<file path="src/rtl/tt_um_njzhu_calc_tester.sv">
// rtl/tt_um_njzhu_calc_tester.sv - exhaustive sweep tester for an external 4-bit calculator
module tt_um_njzhu_calc_tester #(
  parameter int WAIT_CYCLES = 2
) (
  input  logic       clk,
  input  logic       rst_n,
  input  logic       ena,
  input  logic [7:0] ui_in,
  output logic [7:0] uo_out,
  input  logic [7:0] uio_in,
  output logic [7:0] uio_out,
  output logic [7:0] uio_oe
);

  typedef enum logic [1:0] {ST_IDLE, ST_RUN, ST_HALT, ST_DONE} state_t;

  localparam logic [3:0] WAIT_LAST = 4'(WAIT_CYCLES - 1);
  localparam logic [9:0] IDX_LAST  = 10'd1023;

  logic       sync1_q, sync2_q, prev_q, fill1_q, fill2_q;
  logic       start_edge;
  state_t     state_q, state_d;
  logic [9:0] idx_q, idx_d;
  logic [3:0] wait_q, wait_d;
  logic [7:0] err_q, err_d;
  logic       fail_q, fail_d;
  logic       busy_q, busy_d;
  logic [7:0] uo_q, uo_d;
  logic [1:0] op_q, op_d;
  logic       mismatch;
  logic [7:0] err_inc;
  logic [9:0] idx_nx;
  logic       unused_ok;

  // Reference result for one vector: a=v[3:0], b=v[7:4], op=v[9:8], all modulo 16
  function automatic logic [3:0] golden(input logic [9:0] v);
    logic [3:0] a;
    logic [3:0] b;
    a = v[3:0];
    b = v[7:4];
    unique case (v[9:8])
      2'b00:   golden = a + b;
      2'b01:   golden = a - b;
      2'b10:   golden = a | b;
      default: golden = (a == b) ? 4'd0 : 4'd1;
    endcase
  endfunction

  // Two-flop start synchronizer; the edge detector stays disarmed (prev=1) until the
  // synchronizer holds real input, so a start already high at reset release is no edge
  always_ff @(posedge clk or negedge rst_n) begin
    if (!rst_n) begin
      sync1_q <= 1'b0;
      sync2_q <= 1'b0;
      fill1_q <= 1'b0;
      fill2_q <= 1'b0;
      prev_q  <= 1'b1;
    end else begin
      sync1_q <= ui_in[0];
      sync2_q <= sync1_q;
      fill1_q <= 1'b1;
      fill2_q <= fill1_q;
      prev_q  <= fill2_q ? sync2_q : 1'b1;
    end
  end

  assign start_edge = fill2_q & sync2_q & ~prev_q;
  assign mismatch   = (uio_in[5:2] != golden(idx_q));
  assign err_inc    = (err_q == 8'hFF) ? err_q : err_q + 8'd1;
  assign idx_nx     = idx_q + 10'd1;

  // Next-state and next-output computation for the sweep FSM
  always_comb begin
    state_d = state_q;
    idx_d   = idx_q;
    wait_d  = wait_q;
    err_d   = err_q;
    fail_d  = fail_q;
    busy_d  = busy_q;
    uo_d    = uo_q;
    op_d    = op_q;
    unique case (state_q)
      ST_RUN: begin
        if (wait_q == WAIT_LAST) begin
          wait_d = 4'd0;
          if (mismatch) begin
            err_d  = err_inc;
            fail_d = 1'b1;
          end
          if (mismatch && ui_in[1]) begin
            // hold the failing vector on the pins for inspection
            state_d = ST_HALT;
            busy_d  = 1'b0;
          end else if (idx_q == IDX_LAST) begin
            state_d = ST_DONE;
            busy_d  = 1'b0;
            uo_d    = mismatch ? err_inc : err_q;
            op_d    = 2'b00;
          end else begin
            idx_d = idx_nx;
            uo_d  = idx_nx[7:0];
            op_d  = idx_nx[9:8];
          end
        end else begin
          wait_d = wait_q + 4'd1;
        end
      end
      default: begin
        // IDLE, HALT and DONE all restart the sweep from vector 0 on a start edge
        if (start_edge) begin
          state_d = ST_RUN;
          idx_d   = 10'd0;
          wait_d  = 4'd0;
          err_d   = 8'd0;
          fail_d  = 1'b0;
          busy_d  = 1'b1;
          uo_d    = 8'd0;
          op_d    = 2'b00;
        end
      end
    endcase
  end

  // Sweep FSM state and registered outputs
  always_ff @(posedge clk or negedge rst_n) begin
    if (!rst_n) begin
      state_q <= ST_IDLE;
      idx_q   <= 10'd0;
      wait_q  <= 4'd0;
      err_q   <= 8'd0;
      fail_q  <= 1'b0;
      busy_q  <= 1'b0;
      uo_q    <= 8'd0;
      op_q    <= 2'b00;
    end else begin
      state_q <= state_d;
      idx_q   <= idx_d;
      wait_q  <= wait_d;
      err_q   <= err_d;
      fail_q  <= fail_d;
      busy_q  <= busy_d;
      uo_q    <= uo_d;
      op_q    <= op_d;
    end
  end

  assign uo_out  = uo_q;
  assign uio_out = {fail_q, busy_q, 4'b0000, op_q};
  assign uio_oe  = 8'b1100_0011;

  assign unused_ok = &{1'b0, ena, ui_in[7:2], uio_in[7:6], uio_in[1:0]};

endmodule

</file>
<file path="config.mk">
export PLATFORM = sky130hd
export DESIGN_NAME = tt_um_njzhu_calc_tester
export DESIGN_NICKNAME = d
export VERILOG_FILES = /design/src/rtl/tt_um_njzhu_calc_tester.sv
export SDC_FILE = /design/constraint.sdc
export NUM_CORES = 1
export LEC_CHECK = 0
export BUFFER_PORTS_ARGS = -buffer_cell sky130_fd_sc_hd__buf_2
export CORE_MARGIN = 3
export CORE_UTILIZATION = 35
export DETAILED_ROUTE_END_ITERATION = 10
export HOLD_SLACK_MARGIN = 0.15
export PLACE_DENSITY = 0.55
export SYNTH_ARGS = -nofsm -noshare
export SYNTH_HDL_FRONTEND = slang
export SYNTH_SLANG_ARGS = --single-unit
</file>
<file path="constraint.sdc">
create_clock -name clk -period 4.5 [get_ports clk]
set_input_delay 0 -clock clk [delete_from_list [all_inputs] [get_ports clk]]
set_output_delay 0 -clock clk [all_outputs]
set_load 0.02 [all_outputs]
</file>
* Yosys cells after proc, flatten, opt, wreduce, memory -nomap -nowiden
Index checks and enable logic that the tools add are counted.
** Storage, ports and cells
- Bits in registers :: 41
- Input port bits :: 19
- Output and inout port bits :: 24
- Logic and storage cells :: 82
** Operators by class
- Equal/unequal tests :: 13
- Multiplexer cells :: 39
- Add/subtract/negate cells :: 5
- Reduce and logical (&&, ||, !) cells :: 8
- Bitwise gates (word level) :: 4
** Operator list (count)
- 8-bit 2-to-1 mux :: 9
- 10-bit 2-to-1 mux :: 5
- 2-bit 2-to-1 mux :: 10
- 4-bit 2-to-1 mux :: 3
- 4-bit one-hot mux with 3 select lines :: 1
- 1-bit 2-to-1 mux :: 11
- 10-bit by 1-bit adder with 10-bit output (second input constant) :: 1
- 10-bit equality test (second input constant) :: 1
- 3-bit AND reduction :: 3
- 8-bit by 1-bit adder with 8-bit output (second input constant) :: 1
- 8-bit equality test (second input constant) :: 1
- 2-bit != test (second input constant) :: 4
- 4-bit by 1-bit adder with 4-bit output (second input constant) :: 1
- 4-bit adder :: 1
- 2-bit by 1-bit equality test with 1-bit output (second input constant) :: 2
- 4-bit by 1-bit equality test with 1-bit output (second input constant) :: 1
- 4-bit equality test :: 1
- 4-bit != test :: 1
- 4-bit bitwise OR :: 1
- 4-bit AND reduction :: 1
- 4-bit subtractor :: 1
- 3-bit != test (second input constant) :: 1
- 1-bit AND :: 2
- 2-bit equality test (second input constant) :: 1
- other kinds (5) :: 5

* Depth between registers and ports, before layout
- Depth in word-level cells :: 9
- Depth in mapped cells :: 13
- Depth with buffers taken out :: 11

* Worst setup path before layout
No wires, ideal clock.
- Path kind :: register -> register
- Start point :: reg idx_q[7]
- End point :: reg uo_q[2], in the netlist uo_out[2]
- Data arrival time :: 2.668 ns
- Cell stages (with the launch flop) :: 12
- Period minus slack after synthesis :: 2.789 ns
- Buffers on the path :: 2
- Data required time :: 4.378 ns
- Setup slack :: 1.711 ns
- Setup time :: 0.122 ns
- Cells stage by stage :: dfrtp_1 -> inv_1 -> ha_1 -> or3_1 -> a2111oi_2 -> nor3_1 -> or3_4 -> buf_6 -> buf_6 -> o221ai_2 -> nand2_1 -> a32o_1
** Between the ends
- Word-level cells in the longest chain between the ends :: 9
- Elaborated cells between the ends (all ways) :: 16
- Classes of those cells :: 2 x add/sub; 4 x eq/ne; 7 x mux; 1 x bitwise; 2 x reduce/logical
** RTL lines
- from (decl) :: RTL line 23 : logic [9:0] idx_q, idx_d;
- from (signal assigned) :: RTL line 137 : idx_q <= idx_d;
- parallel branches: the longest is 9 deep, another holds 4-bit subtractor
- to (signal assigned) :: RTL line 142 : uo_q <= uo_d;
- to (decl) :: RTL line 28 : logic [7:0] uo_q, uo_d;
Several ways; the timed one is not identified. The select of a mux whose other input is x is not followed.
A chain may end at the register's enable or synchronous reset.

* Final worst setup path
- Start point :: reg idx_q[5]
- End point :: reg uo_q[0], in the netlist uo_out[0]
The elaborated chain is that of the path after synthesis.

==> results.cfg <==
[synth]
ys_ff_latch = 41
synth_edf_count = 0
yosys.area_share.simple_pct = 15.9
syn_avg_cell_area_sq_um = 9.06
ys_types = 57
ys_seq_area_share_pct = 37.2
synth-async-reset-ratio_pct = 100
synth_cells = 305
synth_top_family_by_area = compound AO/OA/AOI/OAI gates
synth_xor_area_share_pct = 4.76
yosysWarnings = 0
synth_compound_area_share_pct = 23.5
synth_fa_ha_area_share_pct = 7.79
yosys_most_used_dff = dfrtp_1
synthesis.area_sq_um = 2760
synth.area.mux_share_pct = 2.04

[clocking]
hold_buffers = 2
htreeDepth = 2
numCtsBuffers = 5
path_clk_slew_ps = 80
cts.sinks = 41
cts_tree = built
ctsResizeCount = 0
clockBufferDepth = 2
post-cts-setup-buffer-count = 0
cts_root_buffer = clkbuf_8
worstSkewPairLatency_ps = 300

[pwr]
power_frac_clock_pct = 20.7
power.internal_uw = 822
seqPwrFrac_pct = 35.6
powerDensity_nw_per_um2 = 491
power.leakage_nw = 1.34
power_mw = 1.47
ir_drop_uv = 252
p_switching_uw = 645
comb_power_share_pct = 43.7
sw_frac_of_total_pct = 44.0

[sta]
finalHoldViolCount = 0
setup_tns_ps = 0
relSlewSlack_pct = 37.0
worst_pin_slew_ps = 945
fin_crit_ps = 3480
timing.fmax_mhz = 288
finClkSkew_ps = 6.73
post-route-period-util_pct = 77.2
finalSetupViolations = 0
maxSlewViolCount = 0
grt_setup_unrepaired = no

[setup_path]
critPathMaxStageDelay_ps = 540
critical_path_peak_fanout = 23
worstPathCellList = inv_1 > ha_1 > o21bai_1 > a211oi_1 > a2111oi_2 > nor3_1 > or3_4 > a31o_2 > mux2_2
critPathKind = flop to flop
cp.buffers_inverters = 1
critical_path_arrival_ps = 3660
worstSetupStartpointType = flop
critPathTopFamily = compound AO/OA/AOI/OAI gates
cp_slowest_cell = a31o_2
end_kind = flop
worstPathRequired_ps = 4690

[cells_and_area]
drive_gt1_share_pct = 11.7
area_growth_pct = 8.06
antenna_cells = 0
regArea_sq_um = 1030
n_fill_cell = 768
final_net_count = 351
final_cell_area_sq_um = 2990
multiInputGateArea_sq_um = 1540

[detailed_routing]
ant_nets = 0
drc = 0
dr.pass1.iters = 4
vias = 2283
viasPerCell = 5.49
routed_wl_mm = 6.51
drtIter0Drc = 166
wl_per_cell_um = 15.6

[placement]
place_congestion = 0.812
hpwl_mm = 4.60
placed_area_sq_um = 2850
portBuffers = 19

[global_route]
grt_max_degree = 42
track_usage_pct = 15.5
grt_pass1_wl_mm = 11.0
grt_pass1_vias = 2161
grt_antenna_before_repair = 0
grt_overflow = 0

[run]
cap_viol_max_count = 0

[worst_hold_path]
holdCritPathClass = input port to flop

[floorplan]
die_y_um = 94.8
fp.dieArea_sq_um = 9000
row_count = 31
io_pins = 43
core-area_sq_um = 7450
initial_core_util_pct = 37.1
die_x_um = 94.8

[outcome]
status = finished, final reports clean
==> cells in the final DEF (no fill, tap or decap), types with 3 or more instances in the layout <==
cell type,instances
dfrtp_1,40
o21ai_0,26
nand2_1,25
buf_2,19
a21oi_1,17
inv_1,15
ha_1,14
nand3_1,13
nor2_1,13
conb_1,13
xnor2_1,12
and3_1,9
a31oi_1,7
nand4_1,7
nor3_1,6
o31ai_1,6
a22o_1,5
clkbuf_8,5
o21ai_1,4
nand2b_1,3
nor2b_1,3
xor2_1,3
mux2i_1,3
==> logic make-up (layout without fill, tap and decap cells) <==
kind of cell / after synthesis / after routing
xor gates and xnor gates: 15 / 15
other: 2 / 13
buffers and inverters: 44 / 45
muxes: 5 / 5
DFF: 41 / 41
and+or+nand+nor: 87 / 87
adders and majority gates: 16 / 16
AOI/OAI and AO/OA: 95 / 95
==> final cells by class <==
| cell class | instances | share of cell area (%) |
|---|---|---|
| clock buffers | 5 | 2.31 |
| clock inverters | 3 | 1.55 |
| inverters | 15 | 1.89 |
| multi-input cells | 231 | 51.6 |
| flip-flops and latches | 41 | 34.4 |
| well taps | 99 | 4.15 |
| repair buffers | 22 | 4.11 |
==> final timing paths <==
kind / from / endpoint / slack (ps) / depth (start not counted)
setup / recovery: idx_q[5]$_DFFE_PN0P_ / uo_out[0]$_DFFE_PN0P_ / 1020 / 9
hold / removal: ui_in[1] / idx_q[2]$_DFFE_PN0P_ / 160 / 4
setup reg to reg: idx_q[5]$_DFFE_PN0P_ / uo_out[0]$_DFFE_PN0P_ / 1020 / 9
hold reg to reg: sync1_q$_DFF_PN0_ / sync2_q$_DFF_PN0_ / 360 / 0
max in group asynchronous: rst_n / uo_out[6]$_DFFE_PN0P_ / 3530 / 2
min in group asynchronous: rst_n / wait_q[3]$_DFFE_PN0P_ / 380 / 2
==> worst min-delay path: cells and delay by family <==
kind | cells | cell delay, ps
simple gates | 1 | 90
compound gates | 2 | 160
buf+inv | 1 | 160
==> power by group through the flow <==
stage,combinational (mW),clock (mW),sequential (mW)
floorplan,0.495,0,0.514
global placement,0.633,0,0.526
detailed placement,0.638,0,0.528
CTS,0.642,0.312,0.521
global route,0.718,0.335,0.537
finish,0.641,0.303,0.522
==> cell usage after synthesis, types with 3 or more instances <==
library cell | instances | area share (%)
dfrtp_1 | 40 | 36
o21ai_0 | 26 | 4.7
nand2_1 | 25 | 3.4
a21oi_1 | 17 | 3.1
inv_1 | 15 | 2.0
buf_4 | 14 | 3.8
ha_1 | 14 | 6.3
nand3_1 | 13 | 2.4
nor2_1 | 13 | 1.8
xnor2_1 | 12 | 3.8
and3_1 | 9 | 2.0
clkbuf_1 | 9 | 1.2
a31oi_1 | 7 | 1.6
nand4_1 | 7 | 1.6
nor3_1 | 6 | 1.1
o31ai_1 | 6 | 1.6
a22o_1 | 5 | 1.6
o21ai_1 | 4 | 0.72
buf_2 | 3 | 0.54
mux2i_1 | 3 | 1.1
nand2b_1 | 3 | 0.68
nor2b_1 | 3 | 0.68
xor2_1 | 3 | 0.95
==> sequential cells by signal, indices dropped and copies added, names as in the netlist <==
| name | cells |
|---|---|
| idx_q | 10 |
| err_q | 8 |
| uo_out | 8 |
| wait_q | 4 |
| op_q | 2 |
| state_q | 2 |
| busy_q | 1 |
| fail_q | 1 |
| fill1_q | 1 |
| fill2_q | 1 |
| prev_q | 1 |
| sync1_q | 1 |
| sync2_q | 1 |
==> routing by layer <==
layer,GRT usage [%],share of wire [%],vias to the layer above
li1,-,-,1106
met1,22.9,50,1115
met2,22.9,44,55
met3,3.11,4.7,7
met4,4.21,1.3,0
met5,0,0,-
==> through the flow <==
step | setup WS (ps) | instances | hold slack (ps) | utilization [%]
global placement | 1060 | 406 | 110 | 38.3
detailed placement | 1040 | 406 | 110 | 38.3
CTS | 1020 | 416 | 158 | 40.1
finish | 1020 | 416 | 158 | 40.1
floorplan | 1710 | 316 | -296 | -
global route | 800 | 416 | 179 | 40.1
Power figures use the tool's default switching activity.
